## src/rtl/multi_sync_filter.sv

```systemverilog
// multi_sync_filter: per-channel flop-chain synchronizer followed by a stability
// filter that accepts a new level only after FILTER_CNT consecutive steady cycles.
// Optional rise/fall/change strobes are built when MULTI_SYNC_FILTER_EDGE_EN is
// defined; otherwise those outputs are tied low and no pulse flops exist.

module multi_sync_filter #(
    parameter int unsigned        CH_NUM      = 8,
    parameter int unsigned        SYNC_STAGES = 2,
    parameter int unsigned        FIRST_EDGE  = 1,
    parameter int unsigned        FILTER_CNT  = 4,
    parameter logic [CH_NUM-1:0]  RESET_VAL   = '0
) (
    input  logic              clk_i,
    input  logic              rstn_i,
    input  logic [CH_NUM-1:0] async_i,
    output logic [CH_NUM-1:0] data_o,
    output logic [CH_NUM-1:0] rise_o,
    output logic [CH_NUM-1:0] fall_o,
    output logic              change_o
);

    localparam int unsigned     CntW   = (FILTER_CNT > 1) ? $clog2(FILTER_CNT) : 1;
    localparam logic [CntW-1:0] CntMax = CntW'(FILTER_CNT - 1);

    logic [CH_NUM-1:0]                    stage0_q;
    logic [SYNC_STAGES-2:0][CH_NUM-1:0]   chain_q;
    logic [CH_NUM-1:0]                    sync;
    logic [CH_NUM-1:0]                    data_q, data_d;
    logic [CH_NUM-1:0][CntW-1:0]          cnt_q, cnt_d;

    // First synchronizer stage, on the configured clock edge
    if (FIRST_EDGE != 0) begin : g_first_pos
        always_ff @(posedge clk_i or negedge rstn_i) begin
            if (!rstn_i) stage0_q <= RESET_VAL;
            else         stage0_q <= async_i;
        end
    end else begin : g_first_neg
        always_ff @(negedge clk_i or negedge rstn_i) begin
            if (!rstn_i) stage0_q <= RESET_VAL;
            else         stage0_q <= async_i;
        end
    end

    // Remaining synchronizer stages shift on posedge
    always_ff @(posedge clk_i or negedge rstn_i) begin
        if (!rstn_i) begin
            chain_q <= {(SYNC_STAGES-1){RESET_VAL}};
        end else begin
            chain_q[0] <= stage0_q;
            for (int i = 1; i < SYNC_STAGES - 1; i++) begin
                chain_q[i] <= chain_q[i-1];
            end
        end
    end

    assign sync = chain_q[SYNC_STAGES-2];

    // Per-channel qualification: any return to the current level restarts the count
    always_comb begin
        data_d = data_q;
        cnt_d  = cnt_q;
        for (int c = 0; c < CH_NUM; c++) begin
            if (sync[c] == data_q[c]) begin
                cnt_d[c] = '0;
            end else if (cnt_q[c] == CntMax) begin
                data_d[c] = sync[c];
                cnt_d[c]  = '0;
            end else begin
                cnt_d[c] = cnt_q[c] + 1'b1;
            end
        end
    end

    // Filter state registers
    always_ff @(posedge clk_i or negedge rstn_i) begin
        if (!rstn_i) begin
            data_q <= RESET_VAL;
            cnt_q  <= '0;
        end else begin
            data_q <= data_d;
            cnt_q  <= cnt_d;
        end
    end

    assign data_o = data_q;

`ifdef MULTI_SYNC_FILTER_EDGE_EN
    logic [CH_NUM-1:0] rise_q, fall_q;

    // Strobes register on the same edge that data_q takes its new value
    always_ff @(posedge clk_i or negedge rstn_i) begin
        if (!rstn_i) begin
            rise_q <= '0;
            fall_q <= '0;
        end else begin
            rise_q <= data_d & ~data_q;
            fall_q <= ~data_d & data_q;
        end
    end

    assign rise_o   = rise_q;
    assign fall_o   = fall_q;
    assign change_o = |(rise_q | fall_q);
`else
    assign rise_o   = '0;
    assign fall_o   = '0;
    assign change_o = 1'b0;
`endif

endmodule

```

## config.mk

```make
export PLATFORM = sky130hd
export DESIGN_NAME = multi_sync_filter
export DESIGN_NICKNAME = d
export VERILOG_FILES = /design/src/rtl/multi_sync_filter.sv
export SDC_FILE = /design/constraint.sdc
export NUM_CORES = 1
export LEC_CHECK = 0
export ABC_AREA = 1
export CAP_MARGIN = 20
export CORE_UTILIZATION = 44
export DETAILED_ROUTE_END_ITERATION = 16
export MAX_ROUTING_LAYER = met4
export PLACE_DENSITY_LB_ADDON = 0.08
export SLEW_MARGIN = 30
export SYNTH_ARGS = -nofsm -noshare
export SYNTH_HDL_FRONTEND = slang
export SYNTH_SLANG_ARGS = --single-unit
```

## constraint.sdc

```tcl
create_clock -name clk_i -period 1 [get_ports clk_i]
set_clock_uncertainty 0.2 [all_clocks]
set_input_delay 0.2 -clock clk_i [delete_from_list [all_inputs] [get_ports clk_i]]
set_output_delay 0.2 -clock clk_i [all_outputs]
set_load 0.01 [all_outputs]
```

# After elaboration in Yosys (flattened, before gate mapping)
# Index checks and enable logic that the tools add are counted.
[totals]
ff_bits = 40
latch_bits = 0
mem_bits_rw = 0
romBits = 0
in_bits = 10
wordCells = 74
memories = 0
[op_classes]
add_sub_neg = 8
n_mul = 0
n_div = 0
magnitude_cmp = 0
n_eq_ne = 16
shift = 0
muxes = 16
bitwise = 8
n_reduce_logical = 8
[op_table]
columns = ["cell", "n"]
rows = [
  ["$mux 2", 16],
  ["$add 2x1->2 const B", 8],
  ["$eq 2x2->1 const B", 8],
  ["$reduce_and 2->1", 8],
  ["$eq 1x1->1", 8],
  ["$not 1->1", 8],
]

# Logic depth before layout (Yosys ltp)
# Gate-level depths: netlist of run 1.
[depth]
word_depth = 3
depth_mapped = 4

# Least setup slack after synthesis of run 1
# OpenSTA, ideal clock, no wires.
[synth_path]
kind = "register -> register"
from = "register cnt_q[0] (netlist name)"
to = "register cnt_q[0] (netlist name)"
arrival_time_ns = 0.851
setup_slack_ns = -0.122
path_stages_with_launch = 4
n_path_buf = 0
cell_sequence = "dfrtp_1 > ha_1 > or2_0 > nor2_1"
[synth_lines]
columns = ["element", "line", "rtl"]
rows = [
  ["start: declaration", "29", "logic [CH_NUM-1:0][CntW-1:0] cnt_q, cnt_d;"],
  ["start signal: assignment", "81", "cnt_q <= cnt_d;"],
]

# Worst setup path after layout of run 1
[layout_path]
from = "register data_q[7] (netlist: data_o[7])"
to = "output data_o[7]"
[layout_lines]
columns = ["element", "line", "rtl"]
rows = [
  ["start: declaration", "28", "logic [CH_NUM-1:0] data_q, data_d;"],
  ["start signal: assignment", "80", "data_q <= data_d;"],
  ["end: declaration", "16", "output logic [CH_NUM-1:0] data_o,"],
]
# No word-level cell between the ends.

==> flow_results.xml, run 1 <==
<?xml version="1.0" encoding="UTF-8"?>
<metrics>
  <group name="power">
    <metric name="power.density_cell_area" unit="nW/µm²">2626</metric>
    <metric name="power.static_leakage" unit="nW">1.021</metric>
    <metric name="vdd_ir_drop_max" unit="V">0.001378</metric>
  </group>
  <group name="die">
    <metric name="chipHeight" unit="µm">62.17</metric>
    <metric name="design.die.area" unit="µm²">3864</metric>
    <metric name="starting_utilization_of_the_core_area" unit="%">46.99</metric>
    <metric name="placementRows" unit="">21</metric>
    <metric name="chipWidth" unit="µm">62.17</metric>
    <metric name="floorplan.core_area" unit="µm²">3390</metric>
    <metric name="floorplan.io_pins" unit="">35</metric>
  </group>
  <group name="synthesis">
    <metric name="netlist_top_cells_count" unit="">40 x sky130_fd_sc_hd__dfrtp_1, 32 x sky130_fd_sc_hd__nand2_1, 24 x sky130_fd_sc_hd__inv_1</metric>
    <metric name="synth.yosys.warnings" unit="">0</metric>
    <metric name="synth_most_common_cell" unit="">sky130_fd_sc_hd__dfrtp_1</metric>
    <metric name="post_synth_instance_area" unit="µm²">1593</metric>
    <metric name="synth-main-ff-cell" unit="">sky130_fd_sc_hd__dfrtp_1</metric>
    <metric name="post_synth.cell_area_avg" unit="µm²">10.34</metric>
    <metric name="synth-seq-area-share" unit="%">62.84</metric>
    <metric name="post_synth_main_area_contributors" unit="">sky130_fd_sc_hd__dfrtp_1 63%, sky130_fd_sc_hd__buf_4 8.0%, sky130_fd_sc_hd__nand2_1 7.5%, sky130_fd_sc_hd__ha_1 6.3%, sky130_fd_sc_hd__inv_1 5.7%</metric>
    <metric name="synth_top_area_cell" unit="">sky130_fd_sc_hd__dfrtp_1</metric>
    <metric name="synth.top_cell.area_share" unit="%">62.84</metric>
    <metric name="synthDistinctLibCells" unit="">9</metric>
    <metric name="cell_count_after_synthesis" unit="">154</metric>
    <metric name="synth-edff-count" unit="">0</metric>
    <metric name="synth-seq-cells" unit="">40</metric>
    <metric name="async_flop_share" unit="%">100.0</metric>
  </group>
  <group name="placement">
    <metric name="gp_congestion" unit="">0.7270</metric>
    <metric name="placedInstanceArea" unit="µm²">1833</metric>
    <metric name="detailedPlacementHpwl" unit="µm">1553</metric>
    <metric name="place.port_buffers" unit="">17</metric>
  </group>
  <group name="run_status">
    <metric name="failed_checks" unit="">negative setup slack</metric>
    <metric name="status" unit="">finished with violations</metric>
  </group>
  <group name="timing">
    <metric name="fmax" unit="GHz">0.7869</metric>
    <metric name="final_hold_viol_count" unit="">0</metric>
    <metric name="grt_setup_unrepaired" unit="">yes</metric>
    <metric name="final.setup.tns" unit="ns">-3.546</metric>
    <metric name="finalSetupViolations" unit="">29</metric>
    <metric name="final_min_period_over_clock_period" unit="%">127.1</metric>
    <metric name="postLayoutSetupSlackWorst" unit="ns">-0.2709</metric>
    <metric name="layout_min_cycle_time" unit="ns">1.271</metric>
    <metric name="total_count_of_max_transition_violations_in_the_final_report" unit="">0</metric>
  </group>
  <group name="min_path">
    <metric name="worst_hold_path_type" unit="">in2reg</metric>
  </group>
  <group name="routing">
    <metric name="post-route-drc-count" unit="">0</metric>
    <metric name="starting_drc_count_in_detailed_routing" unit="">37</metric>
    <metric name="routed_via_density" unit="">4.286</metric>
    <metric name="vias" unit="">1003</metric>
    <metric name="drt.antenna.violating_nets" unit="">0</metric>
    <metric name="wirelength" unit="µm">2254</metric>
    <metric name="routed_length_per_instance" unit="µm">9.632</metric>
    <metric name="drt_first_pass_iters" unit="">4</metric>
  </group>
  <group name="clocking">
    <metric name="ctsRootBufferMaster" unit="">sky130_fd_sc_hd__clkbuf_4</metric>
    <metric name="cts_sinks" unit="">40</metric>
    <metric name="max-clock-path-buffers" unit="">2</metric>
    <metric name="ctsHtreeMaxLevel" unit="">2</metric>
    <metric name="tritoncts" unit="">built</metric>
    <metric name="clk_transition_reported_paths" unit="ns">0.11</metric>
    <metric name="clkLatencyLatePin" unit="ns">0.33</metric>
    <metric name="numCtsBuffers" unit="">5</metric>
  </group>
  <group name="setup_path">
    <metric name="critical_path_type" unit="">reg2out</metric>
    <metric name="crit_path_end_kind" unit="">primary output</metric>
    <metric name="timing.critical_path.cells" unit="">buf_2</metric>
    <metric name="cell_at_the_slowest_stage_of_the_critical_path" unit="">sky130_fd_sc_hd__dfrtp_1</metric>
    <metric name="critical_path_buf_inv_count" unit="">1</metric>
    <metric name="critical_path_data_required_time" unit="ns">0.60</metric>
    <metric name="critical_path.startpoint_type" unit="">register</metric>
    <metric name="cpLargestDelayFamily" unit="">flip-flops</metric>
    <metric name="critPathArrivalTime" unit="ns">0.87</metric>
    <metric name="critical_path.max_stage_delay" unit="ns">0.40</metric>
    <metric name="critical_path_peak_fanout" unit="">2</metric>
  </group>
  <group name="layout">
    <metric name="antenna_cells_inserted" unit="">0</metric>
    <metric name="post_route_standard_cell_area_excluding_fillers" unit="µm²">2024</metric>
    <metric name="final_net_count" unit="">205</metric>
    <metric name="layout-drive-gt1-share" unit="%">32.98</metric>
    <metric name="synthesis_to_finish_area_growth" unit="%">27.10</metric>
    <metric name="layout.core_utilization" unit="%">59.73</metric>
  </group>
  <group name="grt">
    <metric name="vias_in_the_first_global_route" unit="">981</metric>
    <metric name="grt_overflow_total" unit="">0</metric>
    <metric name="global_route_wire_length_before_repair" unit="µm">4029</metric>
    <metric name="grt_max_degree" unit="">41</metric>
    <metric name="grt_util_all_layers" unit="%">14.39</metric>
    <metric name="initial_antenna_violation_count" unit="">0</metric>
  </group>
  <group name="run">
    <metric name="maxCapViolCount" unit="">0</metric>
  </group>
</metrics>
[final timing paths]
kind                            cells after the start                     to             startpoint  slack [ns]
worst min-delay path                                1  stage0_q[5]$_DFF_PN0_             async_i[5]        0.09
max in group asynchronous                           3   chain_q[2]$_DFF_PN0_                 rstn_i        0.25
worst max register to register                      3     cnt_q[2]$_DFF_PN0_     cnt_q[2]$_DFF_PN0_       -0.16
worst max-delay path                                1              data_o[7]  data_o[7]$_DFFE_PN0P_       -0.27
min in group asynchronous                           3     cnt_q[2]$_DFF_PN0_                 rstn_i        0.15
worst min register to register                      0   chain_q[3]$_DFF_PN0_  stage0_q[3]$_DFF_PN0_        0.16
[routing by layer]
layer	GRT usage (%)	wire, µm	share of wire (%)	up-vias
li1	-	-	-	487
met1	14.44	841	37	484
met2	24.31	1256	56	27
met3	6.250	120	5.3	5
met4	6.105	37	1.6	0
met5	-	0	0	-
[sequential cells by signal, summed over array words and instances (netlist names)]
register,count
cnt_q,16
chain_q,8
data_o,8
stage0_q,8
[report_power, final]
group / switching (W) / internal (W)
clock: 0.000473 / 0.000524
combinational: 0.000917 / 0.00101
sequential: 0.000328 / 0.00207
total: 0.00172 / 0.00360
[metrics by stage]
| stage | std cells | hold WS (ns) | worst slack, ns | total power [W] |
|---|---|---|---|---|
| after global placement | 223 | -0.01625 | -0.2780 | 0.003761 |
| final | 234 | 0.09119 | -0.2709 | 0.005316 |
| after global routing | 234 | 0.05062 | -0.3408 | 0.005793 |
| after floorplan | 170 | -0.2956 | -0.04987 | 0.003213 |
| after detailed placement | 223 | -0.01276 | -0.2954 | 0.003890 |
| after CTS | 234 | 0.07136 | -0.2931 | 0.005254 |
[kinds of logic (layout without fill, tap and decap cells)]
group                      after synthesis  count (layout)  share of synthesized area, %
buffers and inverters                   41              59                         13.67
other                                    1              17                        0.2354
AOI/OAI and AO/OA                        8               8                         2.514
adders and majority gates                8               8                         6.285
and+or+nand+nor                         56              56                         14.45
DFF                                     40              40                         62.84
[placed cells by master, fill, tap and decap left out, types with 3 or more instances in the layout]
cell type	instances
sky130_fd_sc_hd__conb_1	17
sky130_fd_sc_hd__buf_6	3
sky130_fd_sc_hd__dfrtp_1	40
sky130_fd_sc_hd__or2_0	8
sky130_fd_sc_hd__buf_2	9
sky130_fd_sc_hd__buf_4	5
sky130_fd_sc_hd__o21ai_2	3
sky130_fd_sc_hd__nand2_1	23
sky130_fd_sc_hd__nand2_2	9
sky130_fd_sc_hd__o21ai_1	5
sky130_fd_sc_hd__nor2_1	15
sky130_fd_sc_hd__clkbuf_4	5
sky130_fd_sc_hd__clkdlybuf4s50_1	8
sky130_fd_sc_hd__inv_2	15
sky130_fd_sc_hd__inv_1	8
sky130_fd_sc_hd__ha_4	8
[area by class of cell]
type                            count  area, µm²
Fill cell                         306       1365
Sequential cell                    40       1001
Multi-Input combinational cell     89      570.5
Timing Repair Buffer               27      226.5
Inverter                           24      92.59
Tap cell                           46      57.56
Clock buffer                        6      41.29
Clock inverter                      2      35.03
[what timing repair did]
action                     in CTS  in global routing
hold endpoints to repair       40                  0
setup buffers                   3                  2
pin swaps                      11                  9
hold buffers                    1                  0
setup endpoints to repair      32                 32
gates resized for setup        63                 18
Note: power is estimated with default switching activity, not from simulation.
==> run 2, diff against run 1 <==
- RECOVER_POWER: not set -> 100
==> run 2 against run 1 <==
The run still ends with negative setup slack left. Final area shrank 0.43%. Sequential power is essentially flat. Combinational power is essentially flat. Critical path depth is the same. Fmax is essentially flat. Count of clock-buffer cells in the layout is the same. Setup slack is essentially flat. Via count is essentially flat. Non-clock buffer count is the same. Utilization shrank 0.26 points. Wire length grew 0.18%. Flip-flop and latch count is the same.
==> flow_results.xml, run 2 (synthesis results as in run 1) <==
<?xml version="1.0" encoding="UTF-8"?>
<metrics>
  <group name="timing">
    <metric name="final_min_period_over_clock_period" unit="%">127.1</metric>
    <metric name="fin_worst_hold_slack" unit="ns">0.1554</metric>
    <metric name="finalSetupViolations" unit="">29</metric>
    <metric name="layout_min_cycle_time" unit="ns">1.271</metric>
    <metric name="grt_setup_unrepaired" unit="">yes</metric>
    <metric name="fmax" unit="GHz">0.7870</metric>
    <metric name="total_count_of_max_transition_violations_in_the_final_report" unit="">0</metric>
    <metric name="postLayoutSetupSlackWorst" unit="ns">-0.2706</metric>
    <metric name="final_hold_viol_count" unit="">0</metric>
  </group>
  <group name="grt">
    <metric name="grt_util_all_layers" unit="%">14.39</metric>
    <metric name="grt_max_degree" unit="">41</metric>
    <metric name="grt_overflow_total" unit="">0</metric>
    <metric name="initial_antenna_violation_count" unit="">0</metric>
    <metric name="global_route_wire_length_before_repair" unit="µm">4029</metric>
    <metric name="vias_in_the_first_global_route" unit="">981</metric>
  </group>
  <group name="layout">
    <metric name="synthesis_to_finish_area_growth" unit="%">26.55</metric>
    <metric name="largest_register" unit="">cnt_q</metric>
    <metric name="final_cell_mix" unit="">40 x sky130_fd_sc_hd__dfrtp_1, 23 x sky130_fd_sc_hd__nand2_1, 17 x sky130_fd_sc_hd__conb_1</metric>
    <metric name="mostFrequentLayoutCell" unit="">sky130_fd_sc_hd__dfrtp_1</metric>
    <metric name="largest_register_ffs" unit="">16</metric>
    <metric name="layout.core_utilization" unit="%">59.47</metric>
    <metric name="layout-drive-gt1-share" unit="%">32.98</metric>
    <metric name="final_net_count" unit="">205</metric>
    <metric name="antenna_cells_inserted" unit="">0</metric>
  </group>
  <group name="die">
    <metric name="design.die.area" unit="µm²">3864</metric>
    <metric name="chipWidth" unit="µm">62.17</metric>
    <metric name="chipHeight" unit="µm">62.17</metric>
    <metric name="floorplan.io_pins" unit="">35</metric>
    <metric name="placementRows" unit="">21</metric>
    <metric name="floorplan.core_area" unit="µm²">3390</metric>
    <metric name="starting_utilization_of_the_core_area" unit="%">46.99</metric>
  </group>
  <group name="power">
    <metric name="power.density_cell_area" unit="nW/µm²">2632</metric>
    <metric name="power.static_leakage" unit="nW">1.020</metric>
    <metric name="vdd_ir_drop_max" unit="V">0.001378</metric>
  </group>
  <group name="setup_path">
    <metric name="critPathArrivalTime" unit="ns">0.87</metric>
    <metric name="critical_path_peak_fanout" unit="">2</metric>
    <metric name="critical_path_type" unit="">reg2out</metric>
    <metric name="crit_path_end_kind" unit="">primary output</metric>
    <metric name="cpLargestDelayFamily" unit="">flip-flops</metric>
    <metric name="timing.critical_path.cells" unit="">buf_2</metric>
    <metric name="critical_path_data_required_time" unit="ns">0.60</metric>
    <metric name="critical_path.startpoint_type" unit="">register</metric>
    <metric name="critical_path_buf_inv_count" unit="">1</metric>
    <metric name="cell_at_the_slowest_stage_of_the_critical_path" unit="">sky130_fd_sc_hd__dfrtp_1</metric>
    <metric name="critical_path.max_stage_delay" unit="ns">0.40</metric>
  </group>
  <group name="routing">
    <metric name="post-route-drc-count" unit="">0</metric>
    <metric name="drt.antenna.violating_nets" unit="">0</metric>
    <metric name="routed_length_per_instance" unit="µm">9.650</metric>
    <metric name="starting_drc_count_in_detailed_routing" unit="">27</metric>
    <metric name="wirelength" unit="µm">2258</metric>
    <metric name="drt_first_pass_iters" unit="">4</metric>
    <metric name="vias" unit="">1004</metric>
    <metric name="routed_via_density" unit="">4.291</metric>
  </group>
  <group name="clocking">
    <metric name="ctsHtreeMaxLevel" unit="">2</metric>
    <metric name="clk_transition_reported_paths" unit="ns">0.10</metric>
    <metric name="tritoncts" unit="">built</metric>
    <metric name="max-clock-path-buffers" unit="">2</metric>
    <metric name="ctsRootBufferMaster" unit="">sky130_fd_sc_hd__clkbuf_4</metric>
    <metric name="numCtsBuffers" unit="">5</metric>
    <metric name="cts_sinks" unit="">40</metric>
    <metric name="clkLatencyLatePin" unit="ns">0.33</metric>
  </group>
  <group name="run">
    <metric name="maxCapViolCount" unit="">0</metric>
  </group>
  <group name="min_path">
    <metric name="worst_hold_path_type" unit="">reg2reg</metric>
  </group>
  <group name="run_status">
    <metric name="failed_checks" unit="">negative setup slack</metric>
    <metric name="status" unit="">finished with violations</metric>
  </group>
  <group name="placement">
    <metric name="gp_congestion" unit="">0.7270</metric>
    <metric name="place.port_buffers" unit="">17</metric>
    <metric name="detailedPlacementHpwl" unit="µm">1553</metric>
  </group>
</metrics>
==> run 2: worst reg2reg max path, cell delays in order (launching register included) <==
cell and delay (ns):
sky130_fd_sc_hd__dfrtp_1 0.43, sky130_fd_sc_hd__ha_4 0.19, sky130_fd_sc_hd__or2_0 0.20, sky130_fd_sc_hd__nor2_1 0.09
==> run 2: path summary, 6_finish.rpt <==
path / startpoint / end / slack, ns / cells after the start
worst max-delay path: data_o[7]$_DFFE_PN0P_ / data_o[7] / -0.27 / 1
worst min-delay path: stage0_q[3]$_DFF_PN0_ / chain_q[3]$_DFF_PN0_ / 0.16 / 0
worst max register to register: cnt_q[2]$_DFF_PN0_ / cnt_q[2]$_DFF_PN0_ / -0.16 / 3
worst min register to register: stage0_q[3]$_DFF_PN0_ / chain_q[3]$_DFF_PN0_ / 0.16 / 0
max in group asynchronous: rstn_i / chain_q[2]$_DFF_PN0_ / 0.14 / 3
min in group asynchronous: rstn_i / cnt_q[2]$_DFF_PN0_ / 0.19 / 3
==> run 2: where the power goes <==
part	internal (W)	total [W]	leakage, nW	switching, W
sequential	0.00207	0.00239	0.491	0.000328
clock	0.000524	0.000998	0.0422	0.000473
combinational	0.000997	0.00191	0.487	0.000916
==> run 2: timing repair <==
action	4_1_cts	5_1_grt
endpoints found under the setup margin	32	32
resized for setup	63	18
pin swaps	11	9
endpoints found under the hold margin	40	0
hold buffers	1	0
setup buffers	3	2
==> run 2: layout make-up <==
cell class | count | area, µm²
Clock buffer | 6 | 41.29
Sequential cell | 40 | 1001
Clock inverter | 2 | 35.03
Fill cell | 308 | 1374
Inverter | 24 | 92.59
Timing Repair Buffer | 27 | 217.7
Multi-Input combinational cell | 89 | 570.5
Tap cell | 46 | 57.56
==> run 2: through the flow <==
step / cell area (µm²) / power (W) / worst slack, ns / instances / TNS [ns]
6_report: 2016 / 0.005305 / -0.2706 / 234 / -3.547
5_1_grt: 2016 / 0.005781 / -0.3408 / 234 / -5.059
4_1_cts: 1983 / 0.005254 / -0.2931 / 234 / -3.857
3_5_place_dp: 1833 / 0.003890 / -0.2954 / 223 / -3.524
3_3_place_gp: 1833 / 0.003761 / -0.2780 / 223 / -2.954
2_1_floorplan: 1673 / 0.003213 / -0.04987 / 170 / -0.6413
==> run 2: routing by layer <==
metal	up-vias	track usage (%)	wire length, µm
met4	0	6.105	37
li1	487	-	-
met2	27	24.31	1259
met3	5	6.250	120
met1	485	14.44	841
met5	-	-	0
